File: config.mk
export PLATFORM = sky130hd
export DESIGN_NAME = uart_tx_ctrl
export DESIGN_NICKNAME = d
export VERILOG_FILES = /design/src/rtl/uart_tx_ctrl.sv
export SDC_FILE = /design/constraint.sdc
export NUM_CORES = 1
export LEC_CHECK = 0
export CAP_MARGIN = 5
export CORE_MARGIN = 4
export CORE_UTILIZATION = 40
export CTS_CLUSTER_DIAMETER = 50
export CTS_CLUSTER_SIZE = 30
export DETAILED_ROUTE_END_ITERATION = 10
export GPL_TIMING_DRIVEN = 0
export SLEW_MARGIN = 20
export SYNTH_ARGS = -nofsm -noshare
export SYNTH_HDL_FRONTEND = slang
export SYNTH_SLANG_ARGS = --single-unit
File: constraint.sdc
create_clock -name clk_i -period 4.2 [get_ports clk_i]
set_input_delay 0.84 -clock clk_i [delete_from_list [all_inputs] [get_ports clk_i]]
set_output_delay 0.84 -clock clk_i [all_outputs]
set_load 0.01 [all_outputs]
File: src/rtl/uart_tx_ctrl.sv
// Memory-mapped 8N1 UART transmitter with a TX FIFO behind a CTRL/DATA/STATUS register window.
// Optional even-parity bit between data and stop when UART_TX_PARITY_EN is defined.
module uart_tx_ctrl #(
  parameter int unsigned XLEN         = 32,
  parameter logic [31:0] BASE_ADDR    = 32'hA000_0000,
  parameter int unsigned CLK_FREQ_HZ  = 100_000_000,
  parameter int unsigned BAUD_RATE    = 115200,
  parameter int unsigned CLKS_PER_BIT = CLK_FREQ_HZ / BAUD_RATE,
  parameter int unsigned FIFO_DEPTH   = 16
) (
  input  logic            clk_i,
  input  logic            resetn_i,
  input  logic [XLEN-1:0] mem_addr_i,
  input  logic            mem_write_en_i,
  input  logic [XLEN-1:0] mem_write_data_i,
  input  logic            mem_read_en_i,
  output logic [XLEN-1:0] mem_read_data_o,
  output logic            uart_tx_o
);

  localparam int unsigned PTR_W  = $clog2(FIFO_DEPTH);
  localparam int unsigned CNT_W  = PTR_W + 1;
  localparam int unsigned BAUD_W = $clog2(CLKS_PER_BIT);

  typedef enum logic [2:0] {
    S_IDLE,
    S_START,
    S_DATA,
`ifdef UART_TX_PARITY_EN
    S_PARITY,
`endif
    S_STOP
  } state_t;

  state_t            state_q;
  logic [BAUD_W-1:0] baud_q;
  logic [2:0]        bit_q;
  logic [7:0]        shift_q;
`ifdef UART_TX_PARITY_EN
  logic              parity_q;
`endif

  logic [7:0]       fifo_mem [FIFO_DEPTH];
  logic [PTR_W-1:0] wr_ptr_q;
  logic [PTR_W-1:0] rd_ptr_q;
  logic [CNT_W-1:0] count_q;
  logic             tx_en_q;
  logic             overflow_q;

  logic            sel;
  logic [1:0]      reg_off;
  logic            wr_ctrl, wr_data, wr_stat;
  logic            full, empty, push, pop, bit_done;
  logic [XLEN-1:0] status_word;
  logic [XLEN-1:0] rdata_nxt;
  logic            unused_bits;

  assign sel      = (mem_addr_i[31:4] == BASE_ADDR[31:4]);
  assign reg_off  = mem_addr_i[3:2];
  assign wr_ctrl  = mem_write_en_i && sel && (reg_off == 2'd0);
  assign wr_data  = mem_write_en_i && sel && (reg_off == 2'd1);
  assign wr_stat  = mem_write_en_i && sel && (reg_off == 2'd2);
  assign full     = (count_q == CNT_W'(FIFO_DEPTH));
  assign empty    = (count_q == '0);
  // A full FIFO rejects the store even if the FSM pops in the same cycle.
  assign push     = wr_data && !full;
  assign pop      = (state_q == S_IDLE) && tx_en_q && !empty;
  assign bit_done = (baud_q == BAUD_W'(CLKS_PER_BIT - 1));

  assign unused_bits = ^{mem_addr_i[1:0], mem_write_data_i[XLEN-1:8]};

  always_comb begin
    status_word      = '0;
    status_word[0]   = (state_q != S_IDLE);
    status_word[1]   = full;
    status_word[2]   = empty;
    status_word[3]   = overflow_q;
    status_word[8:4] = 5'(count_q);
    rdata_nxt        = '0;
    if (mem_read_en_i && sel) begin
      case (reg_off)
        2'd0:    rdata_nxt[0] = tx_en_q;
        2'd2:    rdata_nxt    = status_word;
        default: rdata_nxt    = '0;
      endcase
    end
  end

  always_ff @(posedge clk_i or negedge resetn_i) begin
    if (!resetn_i) begin
      tx_en_q         <= 1'b0;
      overflow_q      <= 1'b0;
      wr_ptr_q        <= '0;
      rd_ptr_q        <= '0;
      count_q         <= '0;
      mem_read_data_o <= '0;
    end else begin
      mem_read_data_o <= rdata_nxt;
      if (wr_ctrl) tx_en_q <= mem_write_data_i[0];
      if (wr_data && full) overflow_q <= 1'b1;
      else if (wr_stat && mem_write_data_i[3]) overflow_q <= 1'b0;
      if (push) wr_ptr_q <= wr_ptr_q + PTR_W'(1);
      if (pop)  rd_ptr_q <= rd_ptr_q + PTR_W'(1);
      case ({push, pop})
        2'b10:   count_q <= count_q + CNT_W'(1);
        2'b01:   count_q <= count_q - CNT_W'(1);
        default: count_q <= count_q;
      endcase
    end
  end

  always_ff @(posedge clk_i) begin
    if (push) fifo_mem[wr_ptr_q] <= mem_write_data_i[7:0];
  end

  always_ff @(posedge clk_i) begin
    if (pop) begin
      shift_q  <= fifo_mem[rd_ptr_q];
`ifdef UART_TX_PARITY_EN
      parity_q <= ^fifo_mem[rd_ptr_q];
`endif
    end else if ((state_q == S_DATA) && bit_done && (bit_q != 3'd7)) begin
      shift_q <= shift_q >> 1;
    end
  end

  // Line level is registered alongside each state change, so it tracks state_q exactly.
  always_ff @(posedge clk_i or negedge resetn_i) begin
    if (!resetn_i) begin
      state_q   <= S_IDLE;
      baud_q    <= '0;
      bit_q     <= '0;
      uart_tx_o <= 1'b1;
    end else begin
      case (state_q)
        S_IDLE: begin
          uart_tx_o <= 1'b1;
          baud_q    <= '0;
          if (pop) begin
            state_q   <= S_START;
            uart_tx_o <= 1'b0;
          end
        end
        S_START: begin
          if (bit_done) begin
            state_q   <= S_DATA;
            baud_q    <= '0;
            bit_q     <= '0;
            uart_tx_o <= shift_q[0];
          end else begin
            baud_q <= baud_q + BAUD_W'(1);
          end
        end
        S_DATA: begin
          if (bit_done) begin
            baud_q <= '0;
            if (bit_q == 3'd7) begin
`ifdef UART_TX_PARITY_EN
              state_q   <= S_PARITY;
              uart_tx_o <= parity_q;
`else
              state_q   <= S_STOP;
              uart_tx_o <= 1'b1;
`endif
            end else begin
              bit_q     <= bit_q + 3'd1;
              uart_tx_o <= shift_q[1];
            end
          end else begin
            baud_q <= baud_q + BAUD_W'(1);
          end
        end
`ifdef UART_TX_PARITY_EN
        S_PARITY: begin
          if (bit_done) begin
            state_q   <= S_STOP;
            baud_q    <= '0;
            uart_tx_o <= 1'b1;
          end else begin
            baud_q <= baud_q + BAUD_W'(1);
          end
        end
`endif
        S_STOP: begin
          if (bit_done) begin
            state_q   <= S_IDLE;
            baud_q    <= '0;
            uart_tx_o <= 1'b1;
          end else begin
            baud_q <= baud_q + BAUD_W'(1);
          end
        end
        default: begin
          state_q   <= S_IDLE;
          baud_q    <= '0;
          uart_tx_o <= 1'b1;
        end
      endcase
    end
  end

endmodule

==> results of run 1 <==
-- power by group through the flow --
stage / sequential [mW] / clock [mW] / combinational [mW]
6_report: 1.88 / 1.57 / 0.105
5_1_grt: 1.88 / 1.68 / 0.115
4_1_cts: 1.88 / 1.60 / 0.103
3_5_place_dp: 1.91 / 0 / 0.103
3_3_place_gp: 1.91 / 0 / 0.0980
2_1_floorplan: 1.91 / 0 / 0.0324
-- timing repair --
item,CTS,global route
resized for setup,0,4
setup buffers,0,2
endpoints found under the setup margin,0,1
-- registers in the layout (all words and copies together) (netlist names), 2 cells and up --
| name | cells |
|---|---|
| fifo_mem | 128 |
| state_q | 2 |
| bit_q | 3 |
| rd_ptr_q | 4 |
| count_q | 5 |
| baud_q | 10 |
| mem_read_data_o | 9 |
| shift_q | 8 |
| wr_ptr_q | 4 |
-- cells in the mapped netlist (2+ instances only) --
| master | number |
|---|---|
| dfrtp_1 | 39 |
| mux2_2 | 4 |
| ha_1 | 17 |
| a21o_1 | 9 |
| buf_4 | 24 |
| a22oi_1 | 3 |
| clkbuf_1 | 7 |
| a22o_1 | 3 |
| nor3_1 | 14 |
| a211oi_1 | 9 |
| nor4_1 | 12 |
| buf_2 | 11 |
| inv_1 | 19 |
| xnor2_1 | 10 |
| a21oi_1 | 2 |
| nor4_2 | 3 |
| mux2i_1 | 9 |
| o22ai_1 | 8 |
| a32oi_1 | 2 |
| a2bb2oi_1 | 2 |
| and3_1 | 2 |
| edfxtp_1 | 136 |
| nand2b_1 | 8 |
| and2_1 | 7 |
| o21ai_0 | 7 |
| or2_2 | 3 |
| or4_1 | 3 |
| nand3_1 | 8 |
| mux4_2 | 32 |
| nor2_1 | 22 |
| xor2_1 | 9 |
| nor2b_1 | 2 |
| nand2_1 | 8 |
| nand4_1 | 6 |
| buf_1 | 2 |
-- logic make-up (layout without fill, tap and decap cells) --
kind of cell	Yosys count	after routing	share of synthesized area (%)
adder cells (fa/ha/maj)	17	17	2.776
flip-flops	176	176	66.39
multiplexers	46	46	11.37
buffers and inverters	64	160	4.589
XOR/XNOR	19	19	2.172
AO/OA/AOI/OAI	53	53	5.014
AND/OR/NAND/NOR	103	103	7.643
other	1	23	0.04895
-- per-stage QoR --
stage	utilization (%)	cells	instance area, µm²	power, mW	setup WS (ns)
after floorplan	-	501	7744	1.946	0.4788
after global placement	45.54	786	8547	2.012	-0.3336
after detailed placement	46.35	797	8698	2.017	-0.3072
after CTS	49.56	829	9301	3.578	0.1013
after global routing	49.75	831	9336	3.674	-0.04536
final	49.75	831	9336	3.550	0.2764
-- worst paths after layout --
kind	startpoint	end	cells after the start	slack, ns
setup / recovery	mem_addr_i[5]	count_q[4]	14	0.28
hold / removal	resetn_i	wr_ptr_q[0]	1	0.31
setup reg to reg	count_q[1]	count_q[4]	14	0.47
hold reg to reg	uart_tx_o	uart_tx_o	2	0.49
max in group asynchronous	resetn_i	uart_tx_o	2	3.35
min in group clk_i	uart_tx_o	uart_tx_o	2	0.49
-- layout by cell type (no fill, tap or decap), types with 15 or more instances in the layout --
cell type        instances
buf_2                   15
buf_4                   33
clkbuf_16               17
clkdlybuf4s50_1         50
conb_1                  23
dfrtp_1                 39
edfxtp_1               136
ha_1                    17
inv_1                   19
mux4_2                  32
nor2_1                  22
-- area by class of cell --
class	instances	area [µm²]
Buffer	45	280.3
Clock buffer	17	425.4
Clock inverter	15	177.7
Fill cell	1603	9432
Inverter	19	71.32
Multi-Input combinational cell	261	2395
Sequential cell	176	5086
Tap cell	234	292.8
Timing Repair Buffer	64	608.1
-- routing by layer --
| layer | wire length (µm) | vias to the layer above |
|---|---|---|
| met4 | 88 | 0 |
| li1 | - | 2025 |
| met1 | 6789 | 2228 |
| met5 | 0 | - |
| met3 | 745 | 7 |
| met2 | 8127 | 85 |
-- worst max-delay path, stage by stage --
cell	delay, ns
clkdlybuf4s50_1	0.42
nor4_2	0.31
nand4_2	0.17
or4_1	0.48
buf_2	0.18
buf_6	0.17
ha_1	0.19
clkbuf_1	0.21
xor2_1	0.19
ha_1	0.25
a21o_1	0.19
a22oi_1	0.22
nor3_1	0.08
a2111oi_1	0.31
==> insert_results.sql, run 1 <==
INSERT INTO impl_metrics (metric_group, metric, value, unit) VALUES
('run', 'drv.max_cap_violation_count', '0', ''),
('yosys', 'dominantRegCellSynth', 'edfxtp_1', ''),
('global_route', 'grt_start_max_net_pins', '29', ''),
('power', 'seq_power_share', '52.8', '%'),
('power', 'power_density', '380.3', 'mW/mm²'),
('global_route', 'grt.overflow.total', '0', ''),
('global_route', 'grt_use_met1', '20.68', '%'),
('clocking', 'cts_tree', 'done', ''),
('place', 'post-dp-hpwl', '11000', 'µm'),
('critical_path', 'critical_path.startpoint_type', 'primary input', ''),
('yosys', 'register_bit_count_reported_by_yosys', '176', ''),
('drt', 'firstDrtPassIters', '4', ''),
('global_route', 'grt_antenna_before_repair', '0', ''),
('timing', 'relSlewSlack', '35.97', '%'),
('floorplanning', 'floorplan.initialDensity', '40.82', '%'),
('yosys', 'post_synth_top_area_share', '53.31', '%'),
('global_route', 'grt_first_pass_wirelength', '25050', 'µm'),
('clocking', 'cts-buffers-inserted', '17', ''),
('yosys', 'post_synth_instance_area', '0.007661', 'mm²'),
('floorplanning', 'die-area', '0.02143', 'mm²'),
('power', 'internal_power', '2.737', 'mW'),
('drt', 'routed_wirelength', '15750', 'µm'),
('yosys', 'postSynth.asyncResetShare', '22.73', '%'),
('clocking', 'worst_skew_pair.late_latency', '0.43', 'ns'),
('floorplanning', 'die_height', '146.4', 'µm'),
('power', 'swShare', '22.92', '%'),
('place', 'placer_congestion_estimate', '0.7409', ''),
('layout', 'final_nets', '669', ''),
('clocking', 'cts-hold-fix-buffers', '0', ''),
('floorplanning', 'placement_rows', '50', ''),
('global_route', 'groute.usage.overall', '15.39', '%'),
('timing', 'finalSetupViolations', '0', ''),
('power', 'comb_power_share', '3.0', '%'),
('yosys', 'synth.largest_area_cell', 'edfxtp_1', ''),
('yosys', 'synth_cells', '479', ''),
('timing', 'fin_crit_sh', '93.42', '%'),
('yosys', 'postSynthAreaPerCell', '15.99', 'µm²'),
('clocking', 'cts.sinks', '176', ''),
('power', 'p_leak', '3.364', 'nW'),
('yosys', 'synth.yosys.seq_area_share', '66.39', '%'),
('critical_path', 'critPathKind', 'in2reg', ''),
('drt', 'wire_per_inst', '18.95', 'µm'),
('outcome', 'outcome', 'complete, no violations', ''),
('floorplanning', 'ports', '101', ''),
('clocking', 'cts-root-to-sink-buffers', '2', ''),
('global_route', 'gr-max-usage-layer', 'met2', ''),
('yosys', 'ys_top_cells_by_area', 'edfxtp_1, dfrtp_1, mux4_2', ''),
('drt', 'vias_per_cell', '5.229', ''),
('global_route', 'vias_in_the_first_global_route', '4431', ''),
('critical_path', 'critical_path.endpoint_type', 'register', ''),
('hold_path', 'worstHoldPathType', 'in2async', ''),
('timing', 'tns', '0', 'ns'),
('power', 'power.clock.fraction', '44.2', '%'),
('timing', 'finClkSkew', '0.01740', 'ns'),
('critical_path', 'critical_path_fanout_max', '11', ''),
('clocking', 'clk_root_buffer_cell', 'clkbuf_16', ''),
('critical_path', 'cp.arrival', '4.23', 'ns'),
('timing', 'timing.final.hold_violations', '0', ''),
('yosys', 'yosysWarnings', '0', ''),
('layout', 'antenna_cells_inserted', '0', ''),
('critical_path', 'critPathRequiredTime', '4.50', 'ns'),
('yosys', 'synth.lib_cells_used.distinct', '52', ''),
('place', 'buffer_ports.inserted', '51', ''),
('power', 'vdd_ir_drop_max', '301.2', 'µV'),
('drt', 'final_antenna_net_count', '0', ''),
('timing', 'worstMarginPinSlew', '0.9570', 'ns'),
('clocking', 'h_tree_depth', '4', ''),
('timing', 'final.min_clock_period', '3.924', 'ns'),
('clocking', 'clk_pin_slew', '0.08', 'ns'),
('yosys', 'synth-edff-count', '136', ''),
('drt', 'first_drt_iteration_drcs', '321', ''),
('global_route', 'met3_usage', '3.135', '%'),
('drt', 'drcViolationCount', '0', ''),
('layout', 'areaGrowthSynthToFinish', '21.87', '%'),
('timing', 'maxSlewViolCount', '0', ''),
('timing', 'hold_ws', '0.3072', 'ns'),
('drt', 'vias', '4345', ''),
('timing', 'fmaxAchievable', '0.2549', 'GHz'),
('layout', 'drive_gt1_share', '24.29', '%'),
('global_route', 'gr_util_met2', '25.56', '%'),
('floorplanning', 'core_area', '0.01877', 'mm²'),
('power', 'switching_power', '0.8137', 'mW'),
('floorplanning', 'dieWidth', '146.4', 'µm');
No activity file was read; power rests on OpenSTA's default activity.
==> run 2: changes to the inputs <==
--- a/config.mk
+++ b/config.mk
@@ -5,8 +5,9 @@
 export SDC_FILE = /design/constraint.sdc
 export NUM_CORES = 1
 export LEC_CHECK = 0
+export ABC_AREA = 1
 export CAP_MARGIN = 5
-export CORE_MARGIN = 4
+export CORE_MARGIN = 2
 export CORE_UTILIZATION = 40
 export CTS_CLUSTER_DIAMETER = 50
 export CTS_CLUSTER_SIZE = 30
==> run 2 against run 1 <==
Against the previous run: cell area rose by 0.92%; first-iteration DRC count rose by 22%; count of clock-buffer cells in the layout rose by 3; sequential cell count did not move; via count rose by 23%; power fell by 1.6%; critical endpoint unchanged; critical path type unchanged; clock power fell by 4%; largest power group unchanged.
==> insert_results.sql, run 2 <==
INSERT INTO impl_metrics (metric_group, metric, value, unit) VALUES
('layout', 'final_common_cell', 'edfxtp_1', ''),
('yosys', 'synth.yosys.seq_area_share', '64.86', '%'),
('layout', 'top_register', 'fifo_mem', ''),
('drt', 'firstDrtPassIters', '6', ''),
('clocking', 'cts.sinks', '176', ''),
('clocking', 'clk_pin_slew', '0.07', 'ns'),
('timing', 'grt_setup_unrepaired', 'false', ''),
('yosys', 'synth.largest_area_cell', 'edfxtp_1', ''),
('layout', 'largest_register_ff_count', '128', ''),
('power', 'p_leak', '3.547', 'nW'),
('yosys', 'register_bit_count_reported_by_yosys', '176', ''),
('run', 'drv.max_cap_violation_count', '0', ''),
('layout', 'layout_common_cells', 'edfxtp_1, nor2_1, nand2_1, o21ai_0, clkdlybuf4s50_1', ''),
('global_route', 'vias_in_the_first_global_route', '5060', ''),
('yosys', 'synth_compound_gate_area_share', '8.712', '%'),
('floorplanning', 'placement_rows', '51', ''),
('layout', 'seqCellArea', '0.005086', 'mm²'),
('floorplanning', 'die-area', '0.02074', 'mm²'),
('yosys', 'post_synth_instance_area', '0.007841', 'mm²'),
('global_route', 'grt_antenna_before_repair', '0', ''),
('critical_path', 'critical_path.endpoint_type', 'register', ''),
('drt', 'drcViolationCount', '0', ''),
('timing', 'finalSetupViolations', '0', ''),
('clocking', 'h_tree_depth', '4', ''),
('clocking', 'cts_setup_buffers', '0', ''),
('clocking', 'cts-buffers-inserted', '17', ''),
('critical_path', 'cp.arrival', '3.66', 'ns'),
('clocking', 'worst_skew_pair.late_latency', '0.43', 'ns'),
('drt', 'wire_per_inst', '16.31', 'µm'),
('critical_path', 'critPathRequiredTime', '4.52', 'ns'),
('critical_path', 'reg2reg_slack', '1.36', 'ns'),
('clocking', 'cts-hold-fix-buffers', '0', ''),
('yosys', 'synthesized_area_fraction_occupied_by_and_or_nand_nor_cells', '15.94', '%'),
('drt', 'routed_wirelength', '17720', 'µm'),
('layout', 'multi_input_area', '0.002406', 'mm²'),
('layout', 'largest_registers', 'fifo_mem: 128 flops, baud_q: 10 flops, mem_read_data_o: 9 flops', ''),
('place', 'post-place-ws', '0.4138', 'ns'),
('floorplanning', 'core_area', '0.01933', 'mm²'),
('drt', 'vias_per_cell', '4.926', ''),
('yosys', 'synth.lib_cells_used.distinct', '37', ''),
('power', 'vdd_ir_drop_max', '250.2', 'µV'),
('timing', 'final.min_clock_period', '3.342', 'ns'),
('clocking', 'post_cts.resized_instances', '0', ''),
('yosys', 'ys_top_cells_by_count', 'edfxtp_1, nor2_1, nand2_1, o21ai_0, dfrtp_1', ''),
('power', 'power_density', '370.7', 'mW/mm²'),
('place', 'placer_congestion_estimate', '0.8829', ''),
('layout', 'utilization', '48.73', '%'),
('yosys', 'dominantRegCellSynth', 'edfxtp_1', ''),
('yosys', 'yosysWarnings', '0', ''),
('layout', 'design_area', '0.009423', 'mm²'),
('yosys', 'postSynthAreaPerCell', '11.01', 'µm²'),
('timing', 'fin_crit_sh', '79.56', '%'),
('drt', 'vias', '5350', ''),
('global_route', 'grt_start_max_net_pins', '31', ''),
('yosys', 'post_synth_mux_area_share', '0', '%'),
('timing', 'setup_ws', '0.8583', 'ns'),
('critical_path', 'critPathKind', 'in2reg', ''),
('place', 'post-dp-hpwl', '12190', 'µm'),
('yosys', 'ys_top_cells_by_area', 'edfxtp_1, dfrtp_1, nor2_1', ''),
('timing', 'fmaxAchievable', '0.2993', 'GHz'),
('layout', 'antenna_cells_inserted', '0', ''),
('yosys', 'yosys.area_share.xor_xnor', '1.452', '%'),
('timing', 'worstMarginPinSlew', '0.8741', 'ns'),
('yosys', 'postSynth.asyncResetShare', '22.73', '%'),
('global_route', 'grt.overflow.total', '0', ''),
('layout', 'drive_gt1_share', '12.55', '%'),
('yosys', 'synth_cells', '712', ''),
('yosys', 'synth-edff-count', '136', ''),
('critical_path', 'critical_path_fanout_max', '11', ''),
('outcome', 'outcome', 'complete, no violations', ''),
('timing', 'tns', '0', 'ns'),
('clocking', 'cts_tree', 'done', ''),
('place', 'placedInstanceArea', '0.008864', 'mm²'),
('critical_path', 'critical_path.startpoint_type', 'primary input', ''),
('timing', 'timing.final.hold_violations', '0', ''),
('floorplanning', 'ports', '101', ''),
('clocking', 'cts-root-to-sink-buffers', '2', ''),
('global_route', 'grt_first_pass_wirelength', '27700', 'µm'),
('timing', 'relSlewSlack', '41.41', '%'),
('floorplanning', 'dieWidth', '144.0', 'µm'),
('floorplanning', 'floorplan.initialDensity', '40.56', '%'),
('layout', 'areaGrowthSynthToFinish', '20.17', '%'),
('yosys', 'largest_family_of_logic_cells_by_synthesized_area', 'simple AND/OR/NAND/NOR gates', ''),
('place', 'buffer_ports.inserted', '51', ''),
('global_route', 'groute.usage.overall', '18.02', '%'),
('timing', 'finClkSkew', '0.01007', 'ns'),
('layout', 'final_nets', '893', ''),
('floorplanning', 'die_height', '144.0', 'µm'),
('drt', 'final_antenna_net_count', '0', ''),
('timing', 'maxSlewViolCount', '0', ''),
('yosys', 'post_synth_top_area_share', '52.08', '%'),
('yosys', 'most_frequently_used_cell_type_in_the_post_synthesis_netlist', 'edfxtp_1', ''),
('hold_path', 'worstHoldPathType', 'in2async', ''),
('yosys', 'adder_and_majority_cell_fraction_of_the_synthesized_area', '2.713', '%'),
('layout', 'num-fill-cells', '1727', ''),
('drt', 'first_drt_iteration_drcs', '391', ''),
('clocking', 'clk_root_buffer_cell', 'clkbuf_16', '');
run 2: changes by cell type after synthesis, sizes merged, moves of 8 or more:
cell / delta
a21o: -9
o211ai: +27
nand2b: -8
mux4: -32
mux2i: -9
a211oi: -9
nor4: -13
nand3: +22
nor2: +116
o21ai: +75
inv: +20
nand2: +80
run 2: metal layers:
layer	vias to the layer above	part of all wire [%]	wire, µm	GRT usage, %
li1	2604	-	-	-
met1	2539	45	7963	24.46
met2	171	47	8359	28.80
met3	36	5.4	956	3.444
met4	0	2.5	439	6.966
met5	-	0	0	0
run 2: cell type report:
type / count / area share, %
buffer: 54 / 3.625
timing repair buffer: 55 / 5.816
sequential: 176 / 53.98
multi-input combinational: 464 / 25.53
tap: 265 / 3.519
clock buffer: 20 / 4.634
inverter: 40 / 1.593
clock inverter: 12 / 1.301
run 2: final timing paths:
check                                           to      startpoint  cells after the start
worst max-delay path                    count_q[4]  mem_addr_i[31]                     18
max in group asynchronous                uart_tx_o        resetn_i                      2
worst min register to register           baud_q[0]       baud_q[0]                      1
worst min-delay path            mem_read_data_o[6]        resetn_i                      1
min in group clk_i                       baud_q[0]       baud_q[0]                      1
worst max register to register          count_q[4]      state_q[1]                     16
run 2: critical path: stages:
cell             delay (ns)
clkdlybuf4s50_1        0.45
nand2_1                0.05
nor3_1                 0.17
nand2_2                0.13
nor2_8                 0.18
nand4_4                0.20
buf_6                  0.23
ha_1                   0.20
buf_2                  0.16
xor2_1                 0.21
ha_1                   0.18
inv_1                  0.04
nand2_1                0.07
nand2_1                0.07
o21ai_1                0.20
a21oi_1                0.11
o211ai_1               0.09
nand2_1                0.07
run 2: kinds of logic after synthesis:
kind of cell	count (synthesis)
AND/OR/NAND/NOR	290
flip-flops	176
AO/OA/AOI/OAI	121
buffers and inverters	94
adder cells (fa/ha/maj)	17
XOR/XNOR	13
other	1
run 2: report_power, final:
group | internal, mW | switching, mW
clock network | 0.831 | 0.680
registers | 1.88 | 0.000419
logic | 0.0523 | 0.0532
run 2: per-stage QoR:
step | total power, mW | instances | hold slack (ns)
after floorplan | 1.948 | 734 | 0.4329
after global placement | 2.017 | 1050 | 0.4515
after detailed placement | 2.020 | 1054 | 0.4548
after CTS | 3.507 | 1086 | 0.2874
after global routing | 3.582 | 1086 | 0.2959
final | 3.493 | 1086 | 0.2834
